File: config.mk
export PLATFORM = sky130hd
export DESIGN_NAME = mac_dot_ctrl_flat
export DESIGN_NICKNAME = d
export VERILOG_FILES = /design/src/rtl/mac_pkg.sv /design/src/rtl/mac_dot_ctrl_if.sv /design/src/rtl/mac_op_fifo.sv /design/src/rtl/mac_dot_ctrl.sv /design/src/flat_wrapper.sv
export SDC_FILE = /design/constraint.sdc
export NUM_CORES = 1
export LEC_CHECK = 0
export ABC_AREA = 1
export CORE_ASPECT_RATIO = 1.75
export CORE_MARGIN = 8
export CORE_UTILIZATION = 40
export DETAILED_ROUTE_END_ITERATION = 6
export PLACE_DENSITY = 0.66
export SKIP_LAST_GASP = 1
export SLEW_MARGIN = 20
export SYNTH_ARGS = -nofsm -noshare
export SYNTH_HDL_FRONTEND = slang
export SYNTH_SLANG_ARGS = --single-unit
File: constraint.sdc
create_clock -name clk -period 2.8 [get_ports clk]
set_input_delay 0.42 -clock clk [delete_from_list [all_inputs] [get_ports clk]]
set_output_delay 0.42 -clock clk [all_outputs]
set_load 0.02 [all_outputs]
File: src/rtl/mac_pkg.sv
// Shared MAC definitions: default widths, sequencer states
// and the operand-pair bundle carried through the FIFO.
package mac_pkg;

   localparam int MAC_DATA_W = 16;
   localparam int MAC_ACC_W  = 40;

   typedef enum logic [2:0] {
      IDLE,
      CLEAR,
      ISSUE,
      ARM,
      WAIT,
      SETTLE,
      RESULT
   } mac_ctrl_state_e;

   typedef struct packed {
      logic                         last;
      logic signed [MAC_DATA_W-1:0] a;
      logic signed [MAC_DATA_W-1:0] b;
   } mac_op_t;

endpackage

File: src/rtl/mac_dot_ctrl_if.sv
// Operand stream in, dot-product result stream out.
// master is the operand source / result sink side.
interface mac_dot_ctrl_if
   import mac_pkg::*;
#(
   parameter int DATA_WIDTH = MAC_DATA_W,
   parameter int ACC_WIDTH  = MAC_ACC_W,
   parameter int CNT_WIDTH  = 8
) ();

   logic                         op_valid;
   logic                         op_ready;
   logic                         op_last;
   logic signed [DATA_WIDTH-1:0] op_a;
   logic signed [DATA_WIDTH-1:0] op_b;

   logic                         res_valid;
   logic                         res_ready;
   logic signed [ACC_WIDTH-1:0]  res_data;
   logic [CNT_WIDTH-1:0]         res_count;

   modport master (
      output op_valid,
      output op_last,
      output op_a,
      output op_b,
      input  op_ready,
      input  res_valid,
      input  res_data,
      input  res_count,
      output res_ready
   );

   modport slave (
      input  op_valid,
      input  op_last,
      input  op_a,
      input  op_b,
      output op_ready,
      output res_valid,
      output res_data,
      output res_count,
      input  res_ready
   );

endinterface

File: src/rtl/mac_op_fifo.sv
// Synchronous operand FIFO; pointers carry a wrap bit so
// full and empty are told apart without a counter.
module mac_op_fifo
   import mac_pkg::*;
#(
   parameter int  DEPTH = 4,
   parameter type T     = mac_op_t
) (
   input  logic clk,
   input  logic rst_n,
   input  logic push,
   input  T     wdata,
   input  logic pop,
   output T     rdata,
   output logic full,
   output logic empty
);

   localparam int AW = $clog2(DEPTH);

   T           mem [DEPTH];
   logic [AW:0] wr_ptr;
   logic [AW:0] rd_ptr;
   logic        do_push;
   logic        do_pop;

   assign do_push = push && !full;
   assign do_pop  = pop && !empty;

   assign empty = (wr_ptr == rd_ptr);
   assign full  = (wr_ptr[AW-1:0] == rd_ptr[AW-1:0]) &&
                  (wr_ptr[AW] != rd_ptr[AW]);

   assign rdata = mem[rd_ptr[AW-1:0]];

   always_ff @(posedge clk or negedge rst_n) begin
      if (!rst_n) begin
         wr_ptr <= '0;
         rd_ptr <= '0;
      end else begin
         if (do_push) wr_ptr <= wr_ptr + 1'b1;
         if (do_pop)  rd_ptr <= rd_ptr + 1'b1;
      end
   end

   // Storage needs no reset; the pointers gate every read.
   always_ff @(posedge clk) begin
      if (do_push) mem[wr_ptr[AW-1:0]] <= wdata;
   end

endmodule

File: src/rtl/mac_dot_ctrl.sv
// Dot-product sequencer: feeds buffered operand pairs to the
// MAC one at a time and returns one sum per vector.
module mac_dot_ctrl
   import mac_pkg::*;
#(
   parameter int DATA_WIDTH = MAC_DATA_W,
   parameter int ACC_WIDTH  = MAC_ACC_W,
   parameter int FIFO_DEPTH = 4,
   parameter int CNT_WIDTH  = 8
) (
   input  logic                         clk,
   input  logic                         rst_n,
   mac_dot_ctrl_if.slave                io,
   output logic                         mac_start,
   output logic                         mac_clr_acc,
   output logic signed [DATA_WIDTH-1:0] mac_a,
   output logic signed [DATA_WIDTH-1:0] mac_b,
   input  logic                         mac_ready,
   input  logic signed [ACC_WIDTH-1:0]  mac_acc,
   output logic                         busy
);

   typedef struct packed {
      logic                         last;
      logic signed [DATA_WIDTH-1:0] a;
      logic signed [DATA_WIDTH-1:0] b;
   } op_t;

   op_t             wr_op;
   op_t             rd_op;
   logic            full;
   logic            empty;
   logic            pop;

   mac_ctrl_state_e state_q;
   mac_ctrl_state_e state_d;

   logic                        last_q;
   logic                        first_q;
   logic [CNT_WIDTH-1:0]        cnt_q;
   logic [CNT_WIDTH-1:0]        cnt_inc;
   logic signed [ACC_WIDTH-1:0] res_data_q;
   logic [CNT_WIDTH-1:0]        res_count_q;

   logic bump;
   logic capture;
   logic ack;

   assign wr_op = {io.op_last, io.op_a, io.op_b};

   mac_op_fifo #(
      .DEPTH (FIFO_DEPTH),
      .T     (op_t)
   ) u_fifo (
      .clk   (clk),
      .rst_n (rst_n),
      .push  (io.op_valid),
      .wdata (wr_op),
      .pop   (pop),
      .rdata (rd_op),
      .full  (full),
      .empty (empty)
   );

   assign io.op_ready  = !full;
   assign io.res_valid = (state_q == RESULT);
   assign io.res_data  = res_data_q;
   assign io.res_count = res_count_q;
   assign busy         = (state_q != IDLE) || !empty;

   // Pair counter sticks at all-ones instead of wrapping.
   assign cnt_inc = (&cnt_q) ? cnt_q
                             : cnt_q + CNT_WIDTH'(1);

   always_comb begin
      state_d     = state_q;
      pop         = 1'b0;
      mac_start   = 1'b0;
      mac_clr_acc = 1'b0;
      bump        = 1'b0;
      capture     = 1'b0;
      ack         = 1'b0;
      unique case (state_q)
         IDLE: begin
            if (!empty) begin
               if (first_q) begin
                  state_d = CLEAR;
               end else begin
                  state_d = ISSUE;
                  pop     = 1'b1;
               end
            end
         end
         CLEAR: begin
            mac_clr_acc = 1'b1;
            pop         = 1'b1;
            state_d     = ISSUE;
         end
         ISSUE: begin
            mac_start = 1'b1;
            state_d   = ARM;
         end
         // ready_mac may still show the previous op here.
         ARM: state_d = WAIT;
         WAIT: begin
            if (mac_ready) state_d = SETTLE;
         end
         SETTLE: begin
            bump = 1'b1;
            if (last_q) begin
               capture = 1'b1;
               state_d = RESULT;
            end else begin
               state_d = IDLE;
            end
         end
         RESULT: begin
            if (io.res_ready) begin
               ack     = 1'b1;
               state_d = IDLE;
            end
         end
         default: state_d = IDLE;
      endcase
   end

   always_ff @(posedge clk or negedge rst_n) begin
      if (!rst_n) begin
         state_q <= IDLE;
      end else begin
         state_q <= state_d;
      end
   end

   always_ff @(posedge clk or negedge rst_n) begin
      if (!rst_n) begin
         mac_a  <= '0;
         mac_b  <= '0;
         last_q <= 1'b0;
      end else if (pop) begin
         mac_a  <= rd_op.a;
         mac_b  <= rd_op.b;
         last_q <= rd_op.last;
      end
   end

   always_ff @(posedge clk or negedge rst_n) begin
      if (!rst_n) begin
         cnt_q   <= '0;
         first_q <= 1'b1;
      end else begin
         if (mac_clr_acc)  cnt_q <= '0;
         else if (bump)    cnt_q <= cnt_inc;
         if (ack)              first_q <= 1'b1;
         else if (mac_clr_acc) first_q <= 1'b0;
      end
   end

   // Accumulator is sampled in SETTLE, a cycle after ready.
   always_ff @(posedge clk or negedge rst_n) begin
      if (!rst_n) begin
         res_data_q  <= '0;
         res_count_q <= '0;
      end else if (capture) begin
         res_data_q  <= mac_acc;
         res_count_q <= cnt_inc;
      end
   end

endmodule
File: src/flat_wrapper.sv
// flat-port wrapper written by rule: the top's interface ports become plain ports
module mac_dot_ctrl_flat import mac_pkg::*;
#(
   parameter int DATA_WIDTH = MAC_DATA_W,
   parameter int ACC_WIDTH  = MAC_ACC_W,
   parameter int FIFO_DEPTH = 4,
   parameter int CNT_WIDTH  = 8
)
  (clk, rst_n, mac_start, mac_clr_acc, mac_a, mac_b, mac_ready, mac_acc, busy, io_op_valid, io_op_last, io_op_a, io_op_b, io_op_ready, io_res_valid, io_res_data, io_res_count, io_res_ready);
  mac_dot_ctrl_if #(.DATA_WIDTH(DATA_WIDTH), .ACC_WIDTH(ACC_WIDTH), .CNT_WIDTH(CNT_WIDTH)) io_i ();
  input  logic clk;
  input  logic rst_n;
  output logic mac_start;
  output logic mac_clr_acc;
  output logic signed [DATA_WIDTH-1:0] mac_a;
  output logic signed [DATA_WIDTH-1:0] mac_b;
  input  logic mac_ready;
  input  logic signed [ACC_WIDTH-1:0] mac_acc;
  output logic busy;
  input wire logic [$bits(io_i.op_valid)-1:0] io_op_valid;
  input wire logic [$bits(io_i.op_last)-1:0] io_op_last;
  input wire logic [$bits(io_i.op_a)-1:0] io_op_a;
  input wire logic [$bits(io_i.op_b)-1:0] io_op_b;
  output wire logic [$bits(io_i.op_ready)-1:0] io_op_ready;
  output wire logic [$bits(io_i.res_valid)-1:0] io_res_valid;
  output wire logic [$bits(io_i.res_data)-1:0] io_res_data;
  output wire logic [$bits(io_i.res_count)-1:0] io_res_count;
  input wire logic [$bits(io_i.res_ready)-1:0] io_res_ready;
  assign io_i.op_valid = io_op_valid;
  assign io_i.op_last = io_op_last;
  assign io_i.op_a = io_op_a;
  assign io_i.op_b = io_op_b;
  assign io_op_ready = io_i.op_ready;
  assign io_res_valid = io_i.res_valid;
  assign io_res_data = io_i.res_data;
  assign io_res_count = io_i.res_count;
  assign io_i.res_ready = io_res_ready;
  mac_dot_ctrl #(.DATA_WIDTH(DATA_WIDTH), .ACC_WIDTH(ACC_WIDTH), .FIFO_DEPTH(FIFO_DEPTH), .CNT_WIDTH(CNT_WIDTH)) u_core (.clk(clk), .rst_n(rst_n), .io(io_i), .mac_start(mac_start), .mac_clr_acc(mac_clr_acc), .mac_a(mac_a), .mac_b(mac_b), .mac_ready(mac_ready), .mac_acc(mac_acc), .busy(busy));
endmodule
# [Yosys cells after proc, flatten, opt, wreduce, memory -nomap -nowiden]
# Memory sizes are Yosys's and may differ from the RTL's. A register that Yosys moved wholly into a read port is not among the register bits.
# Index checks and enable logic that the tools add are counted.
# Widths: inputs -> output; s select.
[word_totals] register_bits=66 elab_cells=59 memories=1 ram_bits=132
[memory_table] name="u_core.u_fifo.mem" depth=4 width=33 read_ports=1 rd_clocked_by_memory_dff=1 write_ports=1 line_no="mac_op_fifo.sv:21" rtl="T mem [DEPTH];"
[classes] eq_ne=12 mux=23 n_reduce_logical=13 n_addsub=3
[ops] cell="$mux 8" n=3
[ops] cell="$pmux 3 s7" n=1
[ops] cell="$mux 1" n=13
[ops] cell="$mux 3" n=4
[ops] cell="$eq 3x3->1 const B" n=3
[ops] cell="$add 8x1->8 const B" n=1
[ops] cell="$reduce_and 8->1" n=1
[ops] cell="$add 3x1->3 const B" n=2
[ops] cell="$eq 3x2->1 const B" n=2
[ops] cell="$ne 2x2->1 const B" n=2
[ops] cell="$reduce_bool 2->1" n=2
[ops] cell="$eq 3x1->1 const B" n=1
[ops] cell="$eq 3x3->1" n=1
[ops] cell="$logic_and 1x1->1" n=3
[ops] cell="$logic_not 1->1" n=3
[ops] cell="$logic_not 3->1" n=1
[ops] cell="$reduce_and 3->1" n=1
[ops] cell="$reduce_bool 3->1" n=1
[ops] cell="$eq 2x2->1" n=1
[ops] cell="$mux 2" n=1
[ops] cell="$ne 2x1->1 const B" n=1
[ops] cell="$pmux 1 s2" n=1
[ops] cell="$logic_or 1x1->1" n=1
[ops] cell="$ne 1x1->1" n=1

# [Logic depth before layout (Yosys ltp)]
# Gate-level depths: netlist of run 1.
[depth] ltp_word=6 mapped_depth=9 depth_no_buf=8

# [Hierarchy]
# Synthesis of run 1 repeated with hierarchy kept, for this count alone.
[unflattened] hier_cells=838 area_unflattened_um2=9176.3
[by_module_without_submodules] mod="mac_op_fifo" cells_each=381 instances=1 seq_area_each_um2=4113.9 area_each_um2=5335.1
[by_module_without_submodules] mod="mac_dot_ctrl" cells_each=457 instances=1 seq_area_each_um2=2328.5 area_each_um2=3841.2

# [Worst setup path before layout of run 1]
# OpenSTA, ideal clock, no wires.
[synth_timing] path_kind="register -> register" from="register u_core.u_fifo.wr_ptr[0]" to="memory u_core.u_fifo.mem[0][0] in the netlist's numbering, enable pin" stages_incl_launch_ff=7 required_time_ns=2.377 period_less_slack_ns=2.989 setup_slack_ns=-0.189 arrival_time_ns=2.566 path_cell_list="dfrtp_1 inv_1 nand2_1 nand2_1 nand4_1 nand2_1 nor2_1"
[synth_between] elab_chain_cells=6
[synth_lines] item="from (decl)" line_no="mac_op_fifo.sv:22" rtl="logic [AW:0] wr_ptr;"
[synth_lines] item="from (signal assigned)" line_no="mac_op_fifo.sv:41" rtl="if (do_push) wr_ptr <= wr_ptr + 1'b1;"
[synth_lines] item="$eq 2x2->1" line_no="mac_op_fifo.sv:31" rtl="assign full = (wr_ptr[AW-1:0] == rd_ptr[AW-1:0]) &&"
[synth_lines] item="$logic_and 1x1->1" line_no="mac_op_fifo.sv:31"
[synth_lines] item="$logic_not 1->1"
[synth_lines] item="named net io_op_ready" line_no="flat_wrapper.sv:24" rtl="output wire logic [$bits(io_i.op_ready)-1:0] io_op_ready;"
[synth_lines] item="$logic_and 1x1->1" line_no="mac_op_fifo.sv:27" rtl="assign do_push = push && !full;"
[synth_lines] item="$mux 1" line_no="mac_op_fifo.sv:48" rtl="if (do_push) mem[wr_ptr[AW-1:0]] <= wdata;"
[synth_lines] item="$mux 1 (not written as such)" line_no="mac_op_fifo.sv:48"
[synth_lines] item="to (decl)" line_no="mac_op_fifo.sv:21"
# The timed path passes the listed nets, and every way through them passes these cells.

# [Final worst setup path of run 1]
[layout_timing] from="register u_core.u_fifo.rd_ptr[1]" to="output io_op_ready"
[layout_between] elab_chain_cells=3
[layout_lines] item="from (decl)" line_no="mac_op_fifo.sv:23" rtl="logic [AW:0] rd_ptr;"
[layout_lines] item="from (signal assigned)" line_no="mac_op_fifo.sv:42" rtl="if (do_pop) rd_ptr <= rd_ptr + 1'b1;"
[layout_lines] item="$eq 2x2->1" line_no="mac_op_fifo.sv:31"
[layout_lines] item="$logic_and 1x1->1" line_no="mac_op_fifo.sv:31"
[layout_lines] item="$logic_not 1->1" line_no="mac_dot_ctrl.sv:65" rtl="assign io.op_ready = !full;"
[layout_lines] item="to (decl)" line_no="flat_wrapper.sv:24"
# Every way passes these cells.

==> qor.yml, run 1 <==
status:
  run_status: "complete, no violations"
global_route:
  antenna_found_initial: 1
  grt_pass1_vias: 6779
  grt.total_usage_pct: 15.7
  grt_pass1_wl_um: 35100
  grt_overflow: 0
  grt_max_degree: 68
routing:
  via_per_inst: 4.88
  totalWireLength_um: 22200
  drt-pass1-iter-count: 4
  vias: 6398
  drc_errors: 0
  final_antenna_net_count: 0
  first_iter_violations: 438
  wl_per_cell_um: 16.9
clocking:
  cts_buffers: 22
  cts_tree: "built"
  cts-htree-levels: 1
  clkLatencyLatePin_ns: 0.51
  cts.sinks: 231
  cts_root_buf: "clkbuf_16"
  path_clk_slew_ns: 0.06
  clockBufferDepth: 3
  postCtsSetupRepairBufs: 0
  cts_hold_buf: 0
  cts.repair.resized: 0
synthesis:
  yosysTopAreaCell: "edfxtp_1"
  yosys_warnings: 0
  ys_types: 30
  synthCells: 831
  synth_fp_nets: 915
  synth_xor_xnor_area_share_pct: 0.381
  ys_top_cells_by_area: "edfxtp_1, dfrtp_1, nand2_1, o21ai_0, nor2_1"
  syn_avg_cell_area_sq_um: 11.1
  seq_area_frac_synth_pct: 70.1
  synth_compound_area_share_pct: 6.69
  synth-simple-area-share_pct: 18.2
  synthesis.area_sq_um: 9190
  synth_top_area_share_pct: 43.1
  synth_top_family_by_area: "simple AND/OR/NAND/NOR gates"
  synthAdderAreaFrac_pct: 0.817
  synthMuxAreaShare_pct: 0
  ys_ff_latch: 231
timing:
  rsz0062_at_grt: "no"
  fin_worst_skew_ns: 0.0107
  fmax_mhz: 394
  final_hold_viol_count: 0
  finalCritPeriodShare_pct: 90.6
  hold_ws_ns: 0.0130
  report.final.slew_viol_count: 0
  setup-tns-final_ns: 0
  tightest_slew_ns: 0.919
  max_slew_margin_pct: 38.5
  period_needed_ns: 2.54
  setup_viol: 0
worst_setup_path:
  crit_arrival_ns: 2.12
  rr_startpoint: "u_core.u_fifo.rd_ptr[1]"
  worstSetupStartpointType: "flip-flop"
  critical_path.startpoint: "u_core.u_fifo.rd_ptr[1]"
  worstSetupPathType: "flip-flop to primary output"
  crit_fanout: 17
  cp-end-kind: "primary output"
  cp_data_required_time_ns: 2.38
cells_and_area:
  drive_above_1_share_pct: 7.32
  syn_to_final_growth_pct: 29.0
  filler_cell_count: 2057
  multi_input_area_sq_um: 2430
  seq_area_sq_um: 6440
  nets: 1079
floorplan:
  die_w_um: 131
  io_pins: 163
  start_util_pct: 40.6
  dieArea_sq_um: 28300
  chipHeight_um: 216
  core_sq_um: 22700
  rows: 73
hold_path:
  hold_path.class: "primary input to async pin"
placed_design:
  place_congestion: 0.754
  io_buffers: 162
  dp_hpwl_um: 15000
pwr:
  power.density_nw_per_um2: 1120
  leakagePower_nw: 4.88
  vdd_ir_drop_max_mv: 0.573
job:
  maxCapViolCount: 0
## cells in the mapped netlist, drive strengths merged
cell / number
edfxtp: 132
o21bai: 1
dfrtp: 98
xnor2: 1
nand4: 3
buf: 28
ha: 6
o21ai: 76
nor3: 3
xor2: 3
inv: 34
nor2: 83
clkbuf: 11
a31oi: 1
nand2: 260
or2: 1
dfstp: 1
a21oi: 1
a22o: 1
o22ai: 33
nand3: 54
## through the flow
stage	util (%)	instances	instance area, sq um	setup WS [ns]	total power [mW]
2_1_floorplan	-	831	9190	-0.189	8.36
3_3_place_gp	49.2	1271	11100	0.678	10.5
3_5_place_dp	49.2	1271	11100	0.681	10.6
4_1_cts	52.3	1311	11800	0.215	13.4
5_1_grt	52.3	1312	11800	0.112	14.1
6_report	52.3	1312	11800	0.263	13.2
## cells by family (layout without fill, tap and decap cells)
group / Yosys count / in the layout
compound gates: 113 / 113
xor+xnor: 4 / 4
fa+ha+maj: 6 / 6
buf+inv: 73 / 253
flops: 231 / 231
other cells: 0 / 1
simple gates: 404 / 404
## flip-flops by register name, summed over array words and instances, names as in the netlist
name	flops
u_core.mac_a	16
u_core.first_q	1
u_core.state_q	3
u_core.u_fifo.wr_ptr	3
u_core.u_fifo.rd_ptr	3
u_core.last_q	1
u_core.u_fifo.mem	132
u_core.cnt_q	8
u_core.io.res_data	40
u_core.io.res_count	8
u_core.mac_b	16
## worst max-delay path, stage by stage, from the launching register on
cell,delay [ns]
dfrtp_1,0.40
buf_4,0.20
nand2_1,0.08
nand2_2,0.08
nand4_1,0.16
clkdlybuf4s50_1,0.68
## cell type report
class,count,area share (%)
diodes,1,0.0211
clock buffers,31,5.47
clock inverters,9,0.422
inverters,34,1.08
multi-input cells,527,20.5
flip-flops and latches,231,54.4
well taps,300,3.17
repair buffers,179,15.0
## final timing paths
kind / slack (ns) / cells after the start / endpoint
worst min register to register: 0.47 / 2 / u_core.io.res_data[29]
min in group clk: 0.46 / 3 / u_core.io.res_data[8]
worst min-delay path: 0.01 / 1 / u_core.io.res_count[6]
worst max register to register: 0.77 / 7 / u_core.u_fifo.mem[3][2]
worst max-delay path: 0.26 / 5 / io_op_ready
max in group asynchronous: 2.08 / 2 / u_core.io.res_data[33]
## routing by layer
metal	vias up	share of wire (%)	global-route usage, %
met1	3030	38	17.0
met3	37	6.6	2.88
met4	0	2.7	5.46
li1	3143	-	-
met5	-	0	0
met2	188	52	29.3
## cells in the final DEF, fill, tap and decap left out, types with 2 or more instances in the layout
master / count
buf_12: 2
buf_4: 16
clkbuf_1: 4
clkbuf_16: 24
clkbuf_8: 2
clkdlybuf4s50_1: 161
clkinv_1: 2
clkinv_2: 5
dfrtp_1: 97
edfxtp_1: 132
ha_1: 6
inv_1: 29
inv_2: 5
nand2_1: 253
nand2_2: 3
nand2_4: 4
nand3_1: 53
nand4_1: 3
nor2_1: 78
nor2_4: 4
nor3_1: 2
o21ai_0: 75
o22ai_1: 33
xor2_1: 3
## report_power, final
group / switching [mW] / internal [mW] / leakage, nW / total [mW]
clock: 1.22 / 1.62 / 0.350 / 2.84
combinational: 3.24 / 2.04 / 2.12 / 5.28
sequential: 0.443 / 4.69 / 2.41 / 5.13
total: 4.90 / 8.35 / 4.88 / 13.2
No activity file was read; power rests on OpenSTA's default activity.
==> run 2, diff against run 1 <==
--- a/config.mk
+++ b/config.mk
@@ -12,7 +12,6 @@
 export DETAILED_ROUTE_END_ITERATION = 6
 export PLACE_DENSITY = 0.66
 export SKIP_LAST_GASP = 1
-export SLEW_MARGIN = 20
 export SYNTH_ARGS = -nofsm -noshare
 export SYNTH_HDL_FRONTEND = slang
 export SYNTH_SLANG_ARGS = --single-unit
==> results of run 2 <==
Same layout as run 1: the final DEF is identical, and so are final timing and power.
==> run 3, diff against run 2 <==
--- a/config.mk
+++ b/config.mk
@@ -6,11 +6,12 @@
 export NUM_CORES = 1
 export LEC_CHECK = 0
 export ABC_AREA = 1
+export CAP_MARGIN = 20
 export CORE_ASPECT_RATIO = 1.75
 export CORE_MARGIN = 8
-export CORE_UTILIZATION = 40
+export CORE_UTILIZATION = 45
 export DETAILED_ROUTE_END_ITERATION = 6
-export PLACE_DENSITY = 0.66
+export PLACE_DENSITY = 0.73
 export SKIP_LAST_GASP = 1
 export SYNTH_ARGS = -nofsm -noshare
 export SYNTH_HDL_FRONTEND = slang
==> run 3 against run 2 <==
Against the previous run:
- power rose by 2.4%
- utilization rose by 6.3 points
- sequential power rose by 1%
- sequential share of layout area rose by 0.052 points
- global-route usage rose by 1.9 points
- routed wire length did not move
- register-to-register slack got worse by 0.38 ns
- sequential cell count did not move
- worst hold slack improved by 0.44 ns
- via count rose by 2.1%
==> qor.yml, run 3 (synthesis results as in run 1) <==
routing:
  wl_per_cell_um: 17.6
  final_antenna_net_count: 0
  route.layer.met1.wl_um: 8380
  drt-pass1-iter-count: 4
  first_iter_violations: 377
  top_layer: "met4"
  drc_errors: 0
  totalWireLength_um: 22200
  wl_met3_um: 1750
  via_per_inst: 5.19
  vias: 6530
  wl_met2_um: 11600
timing:
  tightest_slew_ns: 0.912
  final_hold_viol_count: 0
  setup_viol: 0
  finalCritPeriodShare_pct: 92.8
  fin_worst_skew_ns: 0.00912
  hold_ws_ns: 0.450
  report.final.slew_viol_count: 0
  rsz0062_at_grt: "no"
  setup-tns-final_ns: 0
  fmax_mhz: 385
  max_slew_margin_pct: 39.0
  period_needed_ns: 2.60
floorplan:
  dieArea_sq_um: 25400
  start_util_pct: 45.5
  die_w_um: 124
  io_pins: 163
  chipHeight_um: 205
  core_sq_um: 20200
  rows: 69
hold_path:
  holdPathStages: 3
  hold_path.class: "primary input to flip-flop"
  hold_start: "mac_acc[22]"
  min_to: "u_core.io.res_data[22]"
clocking:
  cts_tree: "built"
  cts.repair.resized: 0
  postCtsSetupRepairBufs: 0
  clockBufferDepth: 3
  cts_root_buf: "clkbuf_16"
  cts-htree-levels: 1
  cts_hold_buf: 1
  path_clk_slew_ns: 0.07
  clkLatencyLatePin_ns: 0.50
  cts.sinks: 231
  cts_buffers: 22
worst_setup_path:
  crit_arrival_ns: 2.18
  rrSetupSlack_ns: 0.39
  r2r_end: "u_core.u_fifo.mem[1][14]"
  rr_startpoint: "u_core.u_fifo.rd_ptr[0]"
  cp-end-kind: "primary output"
  worstSetupStartpointType: "flip-flop"
  worstSetupPathType: "flip-flop to primary output"
  crit_fanout: 17
  r2r_cells: 7
  cp_data_required_time_ns: 2.38
global_route:
  grt_pass1_vias: 6806
  grt_overflow: 0
  antenna_found_initial: 1
  grt_pass1_wl_um: 35300
  grt_max_degree: 68
  grt.total_usage_pct: 17.6
cells_and_area:
  final_cell_mix: "nand2_1, clkdlybuf4s50_1, edfxtp_1"
  drive_above_1_share_pct: 7.04
  nets: 1076
  largest_reg_flops: 132
  final_common_cell: "nand2_1"
  syn_to_final_growth_pct: 28.8
placed_design:
  place_congestion: 0.802
  io_buffers: 162
  dp_hpwl_um: 14500
pwr:
  vdd_ir_drop_max_mv: 0.634
  leakagePower_nw: 4.89
  power.density_nw_per_um2: 1150
  power_mw: 13.6
job:
  maxCapViolCount: 0
status:
  run_status: "complete, no violations"
-- run 3: cell types whose count changed in the layout (fill, tap and decap cells not counted) --
cell	delta
buf_4	-4
bufinv_16	+4
clkbuf_16	-1
clkbuf_2	-1
clkbuf_8	-1
clkinv_1	-1
clkinv_2	-1
clkinv_4	-1
clkinvlp_4	+2
dlygate4sd3_1	+1
-- run 3: worst max-delay path, stage by stage (launching register included) --
cell and delay (ns):
dfrtp_2 0.54, inv_2 0.06, nand2_1 0.07, nand2_1 0.11, nand4_1 0.22, clkdlybuf4s50_1 0.68
-- run 3: worst max path at each step --
stage / startpoint / endpoint / cells past startpoint
2_1_floorplan: u_core.u_fifo.wr_ptr[0] / u_core.u_fifo.mem[0][0] / 6
3_3_place_gp: io_op_valid / u_core.u_fifo.mem[1][1] / 4
3_5_place_dp: io_op_valid / u_core.u_fifo.mem[1][7] / 4
4_1_cts: u_core.u_fifo.rd_ptr[0] / io_op_ready / 5
5_1_grt: u_core.state_q[0] / busy / 5
6_report: u_core.u_fifo.rd_ptr[0] / io_op_ready / 5
-- run 3: metal layers --
layer  GRT usage (%)  vias up
li1                -     3131
met1            19.4     3165
met2            32.6      208
met3            3.23       26
met4            6.02        0
met5               0        -
-- run 3: layout make-up --
class / instances / area [sq um]
Antenna cell: 1 / 2.50
Clock buffer: 28 / 604
Clock inverter: 12 / 168
Fill cell: 1621 / 8360
Inverter: 34 / 128
Multi-Input combinational cell: 527 / 2430
Sequential cell: 231 / 6440
Tap cell: 248 / 310
Timing Repair Buffer: 176 / 1750
-- run 3: where the power goes --
group	switching [mW]	leakage, nW	internal (mW)
Combinational	3.21	2.11	2.01
Clock	1.26	0.374	1.91
Sequential	0.491	2.41	4.69
Total	4.96	4.89	8.60
-- run 3: metrics by stage --
step | std cells | cell area, sq um | setup WS (ns) | util [%]
4_1_cts | 1256 | 11800 | 0.188 | 58.6
3_3_place_gp | 1215 | 11100 | 0.448 | 54.7
5_1_grt | 1257 | 11800 | 0.0614 | 58.6
2_1_floorplan | 831 | 9190 | -0.189 | -
3_5_place_dp | 1215 | 11100 | 0.410 | 54.7
6_report | 1257 | 11800 | 0.203 | 58.6
